--- config.mk ---
export PLATFORM = sky130hd
export DESIGN_NAME = mon_nchiq_reset
export DESIGN_NICKNAME = d
export VERILOG_FILES = /design/src/rtl/mon_nchiq_reset_pkg.sv /design/src/rtl/mon_nchiq_reset_lane.sv /design/src/rtl/mon_nchiq_reset.sv
export SDC_FILE = /design/constraint.sdc
export NUM_CORES = 2
export LEC_CHECK = 0
export ABC_AREA = 1
export CORE_ASPECT_RATIO = 0.7
export CORE_UTILIZATION = 55
export CTS_BUF_LIST = sky130_fd_sc_hd__clkbuf_2 sky130_fd_sc_hd__clkbuf_4 sky130_fd_sc_hd__clkbuf_8
export CTS_CLUSTER_SIZE = 25
export DETAILED_ROUTE_END_ITERATION = 6
export GPL_ROUTABILITY_DRIVEN = 0
export HOLD_SLACK_MARGIN = 0.06
export MAX_ROUTING_LAYER = met4
export PLACE_DENSITY = 0.75
export SKIP_LAST_GASP = 1
export SLEW_MARGIN = 20
export SYNTH_ARGS = -nofsm -noshare
export SYNTH_HDL_FRONTEND = slang
export SYNTH_SLANG_ARGS = --single-unit
--- constraint.sdc ---
create_clock -name clk -period 7.15 [get_ports clk]
set_input_delay 1.0725 -clock clk [delete_from_list [all_inputs] [get_ports clk]]
set_output_delay 1.0725 -clock clk [all_outputs]
set_load 0.02 [all_outputs]
--- src/rtl/mon_nchiq_reset_pkg.sv ---
`default_nettype none
// ============================================================================
// Module   : mon_nchiq_reset_pkg
// Brief    : Shared constants and helpers for the N-lane CIC amplitude monitor.
// Revision : 1.0 - initial release
// ============================================================================
package mon_nchiq_reset_pkg;

    localparam int MON_SCALE_W = 18;

    // Ceiling log2, usable in constant expressions for sizing.
    function automatic int clog2(input int value);
        int result;
        int v;
        result = 0;
        v      = value - 1;
        while (v > 0) begin
            result = result + 1;
            v      = v >> 1;
        end
        return result;
    endfunction

endpackage
`default_nettype wire

--- src/rtl/mon_nchiq_reset_lane.sv ---
`default_nettype none
// ============================================================================
// Module   : double_inte_reset_lane
// Brief    : Order-2 integrator pair (acc1/acc2) with synchronous clear.
// Revision : 1.0 - initial release
// ============================================================================
module double_inte_reset_lane #(
    parameter int DWA = 19,
    parameter int RWI = 28
) (
    input  logic                  clk,
    input  logic                  i_clr,
    input  logic signed [DWA-1:0] i_din,
    output logic signed [RWI-1:0] o_acc2
);

    logic signed [RWI-1:0] r_acc1;
    logic signed [RWI-1:0] r_acc2;
    logic signed [RWI-1:0] w_din_ext;

    assign w_din_ext = {{(RWI-DWA){i_din[DWA-1]}}, i_din};

    // Both stages wrap modulo 2^RWI; the CIC difference stage downstream relies on it.
    always_ff @(posedge clk) begin
        if (i_clr) begin
            r_acc1 <= '0;
            r_acc2 <= '0;
        end else begin
            r_acc1 <= r_acc1 + w_din_ext;
            r_acc2 <= r_acc2 + r_acc1;
        end
    end

    assign o_acc2 = r_acc2;

endmodule
`default_nettype wire

--- src/rtl/mon_nchiq_reset.sv ---
`default_nettype none
// ============================================================================
// Module   : mon_nchiq_reset
// Brief    : N-lane interleaved CIC amplitude monitor with lane-sync tracking
//            and a daisy-chained serial result stream.
// Revision : 1.0 - initial release
// ============================================================================
module mon_nchiq_reset
    import mon_nchiq_reset_pkg::*;
#(
    parameter int NCH  = 4,
    parameter int DWI  = 16,
    parameter int RWI  = 28,
    parameter int DAVR = 3,
    parameter int LW   = 4
) (
    input  logic                          clk,
    input  logic                          reset,
    input  logic signed [DWI-1:0]         iqd,
    input  logic signed [MON_SCALE_W-1:0] scale,
    input  logic                          iqs,
    input  logic                          samp,
    input  logic signed [RWI-1:0]         s_in,
    input  logic                          g_in,
    output logic signed [RWI-1:0]         s_out,
    output logic                          g_out,
    output logic                          sync_err
);

    localparam int c_pw = DWI + MON_SCALE_W;
    localparam int c_sw = DWI + DAVR;
    localparam int c_lw = (LW > clog2(NCH)) ? LW : clog2(NCH);
    localparam logic [c_lw-1:0] c_last = c_lw'(NCH - 1);

    logic signed [c_pw-1:0] r_prod;
    logic signed [c_pw-1:0] r_prod2;
    logic signed [c_sw-1:0] w_scaled;
    logic [1:0]             r_iqs_pipe;
    logic [1:0]             r_rst_pipe;
    logic                   w_iqs_d;
    logic                   w_reset_d;
    logic                   w_unused_bits;

    always_ff @(posedge clk) begin
        r_prod     <= c_pw'(iqd) * c_pw'(scale);
        r_prod2    <= r_prod;
        r_iqs_pipe <= {r_iqs_pipe[0], iqs};
        r_rst_pipe <= {r_rst_pipe[0], reset};
    end

    // Truncating slice: drops the redundant top sign bit and keeps DAVR guard bits.
    assign w_scaled      = r_prod2[DWI+16 : 17-DAVR];
    assign w_unused_bits = ^{r_prod2[c_pw-1], r_prod2[16-DAVR:0]};
    assign w_iqs_d       = r_iqs_pipe[1];
    assign w_reset_d     = r_rst_pipe[1];

    logic [c_lw-1:0]        r_lane;
    logic [c_lw-1:0]        w_lane_pred;
    logic [c_lw-1:0]        w_lane;
    logic                   w_err;
    logic                   r_synced;
    logic                   r_sync_err;
    logic signed [c_sw-1:0] r_hold    [NCH];
    logic signed [c_sw-1:0] r_aligned [NCH];

    always_comb begin
        w_lane_pred = (r_lane == c_last) ? '0 : r_lane + c_lw'(1);
        w_lane      = w_iqs_d ? '0 : w_lane_pred;
        w_err       = r_synced &&
                      (( w_iqs_d && (w_lane_pred != '0)) ||
                       (!w_iqs_d && (w_lane_pred == '0)));
    end

    always_ff @(posedge clk) begin
        if (reset) begin
            for (int k = 0; k < NCH; k++) begin
                r_hold[k]    <= '0;
                r_aligned[k] <= '0;
            end
            r_lane     <= c_last;
            r_synced   <= 1'b0;
            r_sync_err <= 1'b0;
        end else begin
            for (int k = 0; k < NCH; k++) begin
                if (w_lane == c_lw'(k)) begin
                    r_hold[k] <= w_scaled;
                end
            end
            // Whole frame moves to the integrators at once, on its last lane.
            if (w_lane == c_last) begin
                for (int k = 0; k < NCH - 1; k++) begin
                    r_aligned[k] <= r_hold[k];
                end
                r_aligned[NCH-1] <= w_scaled;
            end
            r_lane <= w_lane;
            if (w_iqs_d) begin
                r_synced <= 1'b1;
            end
            if (w_err) begin
                r_sync_err <= 1'b1;
            end
        end
    end

    logic signed [RWI-1:0] w_acc2 [NCH];

    for (genvar k = 0; k < NCH; k++) begin : g_lane
        double_inte_reset_lane #(
            .DWA (c_sw),
            .RWI (RWI)
        ) u_inte (
            .clk    (clk),
            .i_clr  (w_reset_d),
            .i_din  (r_aligned[k]),
            .o_acc2 (w_acc2[k])
        );
    end

    logic signed [RWI-1:0] r_st      [NCH];
    logic signed [RWI-1:0] w_st_next [NCH];
    logic [NCH-1:0]        r_gt;
    logic [NCH-1:0]        w_gt_next;

    for (genvar k = 0; k < NCH; k++) begin : g_ser
        if (k == NCH - 1) begin : g_tail
            assign w_st_next[k] = s_in;
        end else begin : g_link
            assign w_st_next[k] = r_st[k+1];
        end
    end

    assign w_gt_next = {g_in, r_gt[NCH-1:1]};

    always_ff @(posedge clk) begin
        if (reset) begin
            for (int k = 0; k < NCH; k++) begin
                r_st[k] <= '0;
            end
            r_gt <= '0;
        end else if (samp) begin
            for (int k = 0; k < NCH; k++) begin
                r_st[k] <= w_acc2[k];
            end
            r_gt <= '1;
        end else begin
            for (int k = 0; k < NCH; k++) begin
                r_st[k] <= w_st_next[k];
            end
            r_gt <= w_gt_next;
        end
    end

    assign s_out    = r_st[0];
    assign g_out    = r_gt[0];
    assign sync_err = r_sync_err;

endmodule
`default_nettype wire
# Word level (Yosys, flattened, before mapping)
# Memories as Yosys holds them, arrays and structs flattened.
# Index checks and enable logic that the tools add are counted.
# word_totals
in_bits,67
memories,3
register_bits,304
out_inout_bits,30
mem_bits_rw,264
word_cells,96
# mem_list
name,words,width,read_ports,rd_ports_with_merged_regs,wr,line,source
r_st,4,28,4,0,4,mon_nchiq_reset.sv:120,logic signed [RWI-1:0] r_st [NCH];
r_aligned,4,19,4,0,4,mon_nchiq_reset.sv:64,logic signed [c_sw-1:0] r_aligned [NCH];
r_hold,4,19,3,0,4,mon_nchiq_reset.sv:63,logic signed [c_sw-1:0] r_hold [NCH];
# op_classes
n_addsub,9
reduce_logical,8
eq_ne,4
n_bitwise,16
muxes,39
n_mul,1
# ops
op,count
two-way mux 28 bit,8
two-way mux 19 bit,8
adder 28 x 19 -> 28 bit,4
adder 28 bit,4
multiplier 16 x 18 -> 33 bit,1
two-way mux 1 bit,20
OR 1 bit,16
== test 4 x 2 -> 1 bit (second input constant),3
two-way mux 4 bit,3
zero test 4 bit,2
adder 4 x 1 -> 4 bit (second input constant),1
== test 4 x 1 -> 1 bit (second input constant),1
nonzero test 4 bit,1
logical AND 1 bit,3
zero test 1 bit,1
logical OR 1 bit,1

# Longest topological paths before layout
# depth
word_depth,8
mapped_depth,29
mapped_depth_nobuf,27

# Hierarchy
# A second synthesis with hierarchy kept.
# unflattened
hier_cells,6370
area_unflattened_um2,44342.5
# modules_own_cells
module,n_inst,seq_area_each_um2,cells_per_inst,area_each_um2
mon_nchiq_reset,1,8398.1,2507,23075.9
double_inte_reset_lane at g_lane[0].u_inte ...,2,1121.1,966,5331.4
double_inte_reset_lane at g_lane[2].u_inte,1,1121.1,968,5308.8
double_inte_reset_lane at g_lane[3].u_inte,1,1121.1,963,5295.1

# Worst setup path after synthesis
# No wires, ideal clock.
# synth_timing
path_type,reg2reg
start,register r_lane[0]
end,"memory r_aligned[0][0] (netlist name), enable pin"
path_buffers,0
stages_incl_launch_ff,7
period_less_slack_ns,7.286
path_slack_ns,-0.136
t_required_ns,6.528
t_arrival_ns,6.664
setup_time_ns,0.622
path_cell_list,dfxtp_1 -> ha_1 -> inv_1 -> nor3_1 -> nor3_2 -> inv_1 -> o31ai_1
# synth_lines
element,line,source
start: declaration,mon_nchiq_reset.sv:57,logic [c_lw-1:0] r_lane;
start signal: assignment,mon_nchiq_reset.sv:80,r_lane <= c_last;
start signal: assignment,mon_nchiq_reset.sv:96,r_lane <= w_lane;
end: declaration,mon_nchiq_reset.sv:64,

# Worst setup path after layout
# layout_timing
start,input scale[10]
end,register r_prod[20]
# layout_between
elab_chain_cells,1
# layout_rtl
element,line,source
start: declaration,mon_nchiq_reset.sv:20,"input logic signed [MON_SCALE_W-1:0] scale,"
multiplier 16 x 18 -> 33 bit,mon_nchiq_reset.sv:45,r_prod <= c_pw'(iqd) * c_pw'(scale);
end signal: assignment,mon_nchiq_reset.sv:45,
end: declaration,mon_nchiq_reset.sv:35,logic signed [c_pw-1:0] r_prod;
# No other way between the ends.
# A chain may end at the register's enable or synchronous reset.

==> impl_metrics.yaml <==
clocking:
  clock_latency_ps: 690
  ctsResizeCount: 0
  cts.path.max_buffers: 3
  ctsRootBufferMaster: "clkbuf_8"
  cts_tree: "done"
  cts_made_buffers: 79
  clk_pin_slew_ps: 70
  clock_sinks: 521
  postCtsSetupBuffers: 0
  cts_hold_buffers: 0
  cts-htree-levels: 3
timing:
  worstMarginPinSlew_ps: 1071
  max_freq_ghz: 0.1558
  skew_ps: 37.15
  rsz0062_at_grt: "no"
  timing.final.crit_share_pct: 89.78
  max_slew_margin_pct: 28.61
  hold_viol: 0
  setup_viol: 0
  setup_tns_ps: 0
  min_period_ps: 6419
  maxSlewViolCount: 0
synthesis:
  yosysWarnings: 0
  synth-seq-cells: 521
  ys_seq_area_share_pct: 29.56
  post_synth.cell_area_avg_um2: 7.030
  synth_cell_types: 40
  netlist_instances: 6198
  syn-cell-area_um2: 43570
worst_setup_path:
  crit_path_max_fanout: 14
  end_kind: "flip-flop"
  crit_arrival_ps: 6990
  start_kind: "primary input"
  worstSetupPathType: "primary input to flip-flop"
  worstPathRequired_ps: 7720
floorplan:
  start_util_pct: 56.13
  die_h_um: 237.5
  pin_count: 97
  rows: 85
  die_area_um2: 80370
  coreArea_um2: 77640
  die_width_um: 338.4
outcome:
  status: "finished, final reports clean"
routing:
  drt-vias-per-instance: 5.284
  wl_met2_mm: 48.10
  maxUsedRoutingLayer: "met4"
  wl_met1_mm: 57.01
  drc: 0
  drtIter0Drc: 4307
  detail-route-antenna-nets: 0
  met3_length_mm: 15.50
  routed_wl_mm: 123.1
  dr_total_vias: 39610
  wl_per_cell_um: 16.42
  drt-pass1-iter-count: 6
global_route:
  grt_max_degree: 133
  grt_use_total_pct: 31.74
  grt_pass1_vias: 36510
  antenna_found_initial: 3
  grt_pass1_wl_mm: 195.1
  gr-total-overflow: 0
place:
  placed_cells: 7350
  io_buffers: 96
  hpwl_mm: 98.56
final_layout:
  nets: 7043
  drive_gt1_share_pct: 3.379
  synthToLayoutAreaGrowth_pct: 9.995
  instances_no_fill: 7496
flow_run:
  maxCapViolCount: 0
power:
  peakVddDrop_v: 0.0008160
  power_density_nw_per_um2: 445.7
  leakagePower_nw: 25.83
hold_path:
  min_path_type: "flip-flop to flip-flop"
## where the power goes
group | switching (W) | internal, W
registers | 0.000451 | 0.00388
clock network | 0.00127 | 0.00167
logic | 0.00934 | 0.00474
## critical path, stage by stage
cell and delay, ps:
clkdlybuf4s50_1 940, nand2_1 170, fa_1 540, fa_1 580
fa_1 450, fa_1 540, inv_1 50, fa_1 480
inv_1 50, fa_1 510, inv_1 50, ha_1 300
a21oi_1 230, nand2_1 130, a21oi_1 330, nand2_1 220
nand2_1 150, nand3_1 70, nand2_1 80, nand2_1 40
## synth_stat cells, drive strengths merged
cell type  count  share of area (%)
nand2       1875                 16
inv         1218                 10
nor2         685                6.0
nand3        442                5.1
ha           298                8.6
a21oi        297                3.4
fa           291                 13
dfxtp        276                 13
edfxtp       245                 17
clkbuf       119                1.0
o21ai         98                1.1
nor3          87                1.0
nand4         76                1.1
o21a          63                1.1
buf           32               0.41
and2          28               0.40
o21bai        25               0.43
xor2          16               0.32
xnor2          9               0.18
or2            5              0.078
and3           3              0.043
a21o           2              0.034
o31ai          2              0.034
a211o          1              0.020
clkinv         1             0.0086
conb           1             0.0086
nor4           1              0.014
o2111ai        1              0.020
o211ai         1              0.017
## flip-flops by register name, summed over array words and instances, names as in the netlist, 2 cells and up
register,cells
r_aligned,76
r_prod2,19
r_lane,4
r_st,112
r_rst_pipe,2
g_lane.u_inte.r_acc1,112
r_gt,4
r_prod,19
g_lane.u_inte.o_acc2,112
r_hold,57
r_iqs_pipe,2
## final cells by class
cell class | instances | area (um^2)
multi-input cells | 4418 | 25930
diodes | 1 | 2.502
inverters | 1219 | 4584
fillers | 7191 | 29710
flip-flops and latches | 521 | 12890
repair buffers | 148 | 1361
well taps | 1044 | 1306
clock buffers | 113 | 1405
clock inverters | 32 | 449.2
## cells by family (layout without fill, tap and decap cells)
logic type | after synthesis | in the layout | share of synthesized area (%)
AND/OR/NAND/NOR | 3202 | 3202 | 29.88
buffers and inverters | 1370 | 1512 | 11.94
adder cells (fa/ha/maj) | 589 | 589 | 21.93
flip-flops | 521 | 521 | 29.56
AO/OA/AOI/OAI | 490 | 490 | 6.179
XOR/XNOR | 25 | 25 | 0.5025
other | 1 | 113 | 0.008606
## placed cells by master (no fill, tap or decap), drive strengths merged, types with 16 or more instances in the layout
master	n
a21oi	297
and2	28
buf	53
clkbuf	113
clkdlybuf4s50	95
conb	112
dfxtp	276
edfxtp	245
fa	291
ha	298
inv	1219
nand2	1875
nand3	442
nand4	76
nor2	685
nor3	87
o21a	63
o21ai	98
o21bai	25
xor2	16
## routing by layer
layer | GRT usage, % | vias to the layer above
met4 | 6.431 | 0
li1 | - | 19460
met1 | 46.19 | 18220
met3 | 10.00 | 196
met5 | - | -
met2 | 42.80 | 1733
## final timing paths
check | endpoint | from | depth (start not counted) | slack, ps
worst max-delay path | r_prod[20]$_DFF_P_ | scale[10] | 20 | 730
worst min register to register | r_prod2[31]$_DFF_P_ | r_prod[31]$_DFF_P_ | 0 | 320
worst min-delay path | r_prod2[31]$_DFF_P_ | r_prod[31]$_DFF_P_ | 0 | 320
worst max register to register | r_hold[0][38]$_SDFFCE_PN0P_ | r_lane[2]$_SDFF_PP0_ | 8 | 4020
## metrics by stage
stage / worst slack (ps) / total power, W / cell area (um^2) / util (%) / hold slack, ps
final: 730.9 / 0.02136 / 47930 / 61.74 / 322.8
after global routing: 582.8 / 0.02333 / 47930 / 61.74 / 323.5
after CTS: 904.8 / 0.02089 / 47930 / 61.73 / 322.5
after detailed placement: 236.0 / 0.01790 / 46070 / 59.34 / 311.8
after global placement: 229.5 / 0.01765 / 46070 / 59.34 / 311.4
after floorplan: 942.4 / 0.01410 / 44000 / - / 309.6
Note: power is estimated with default switching activity, not from simulation.
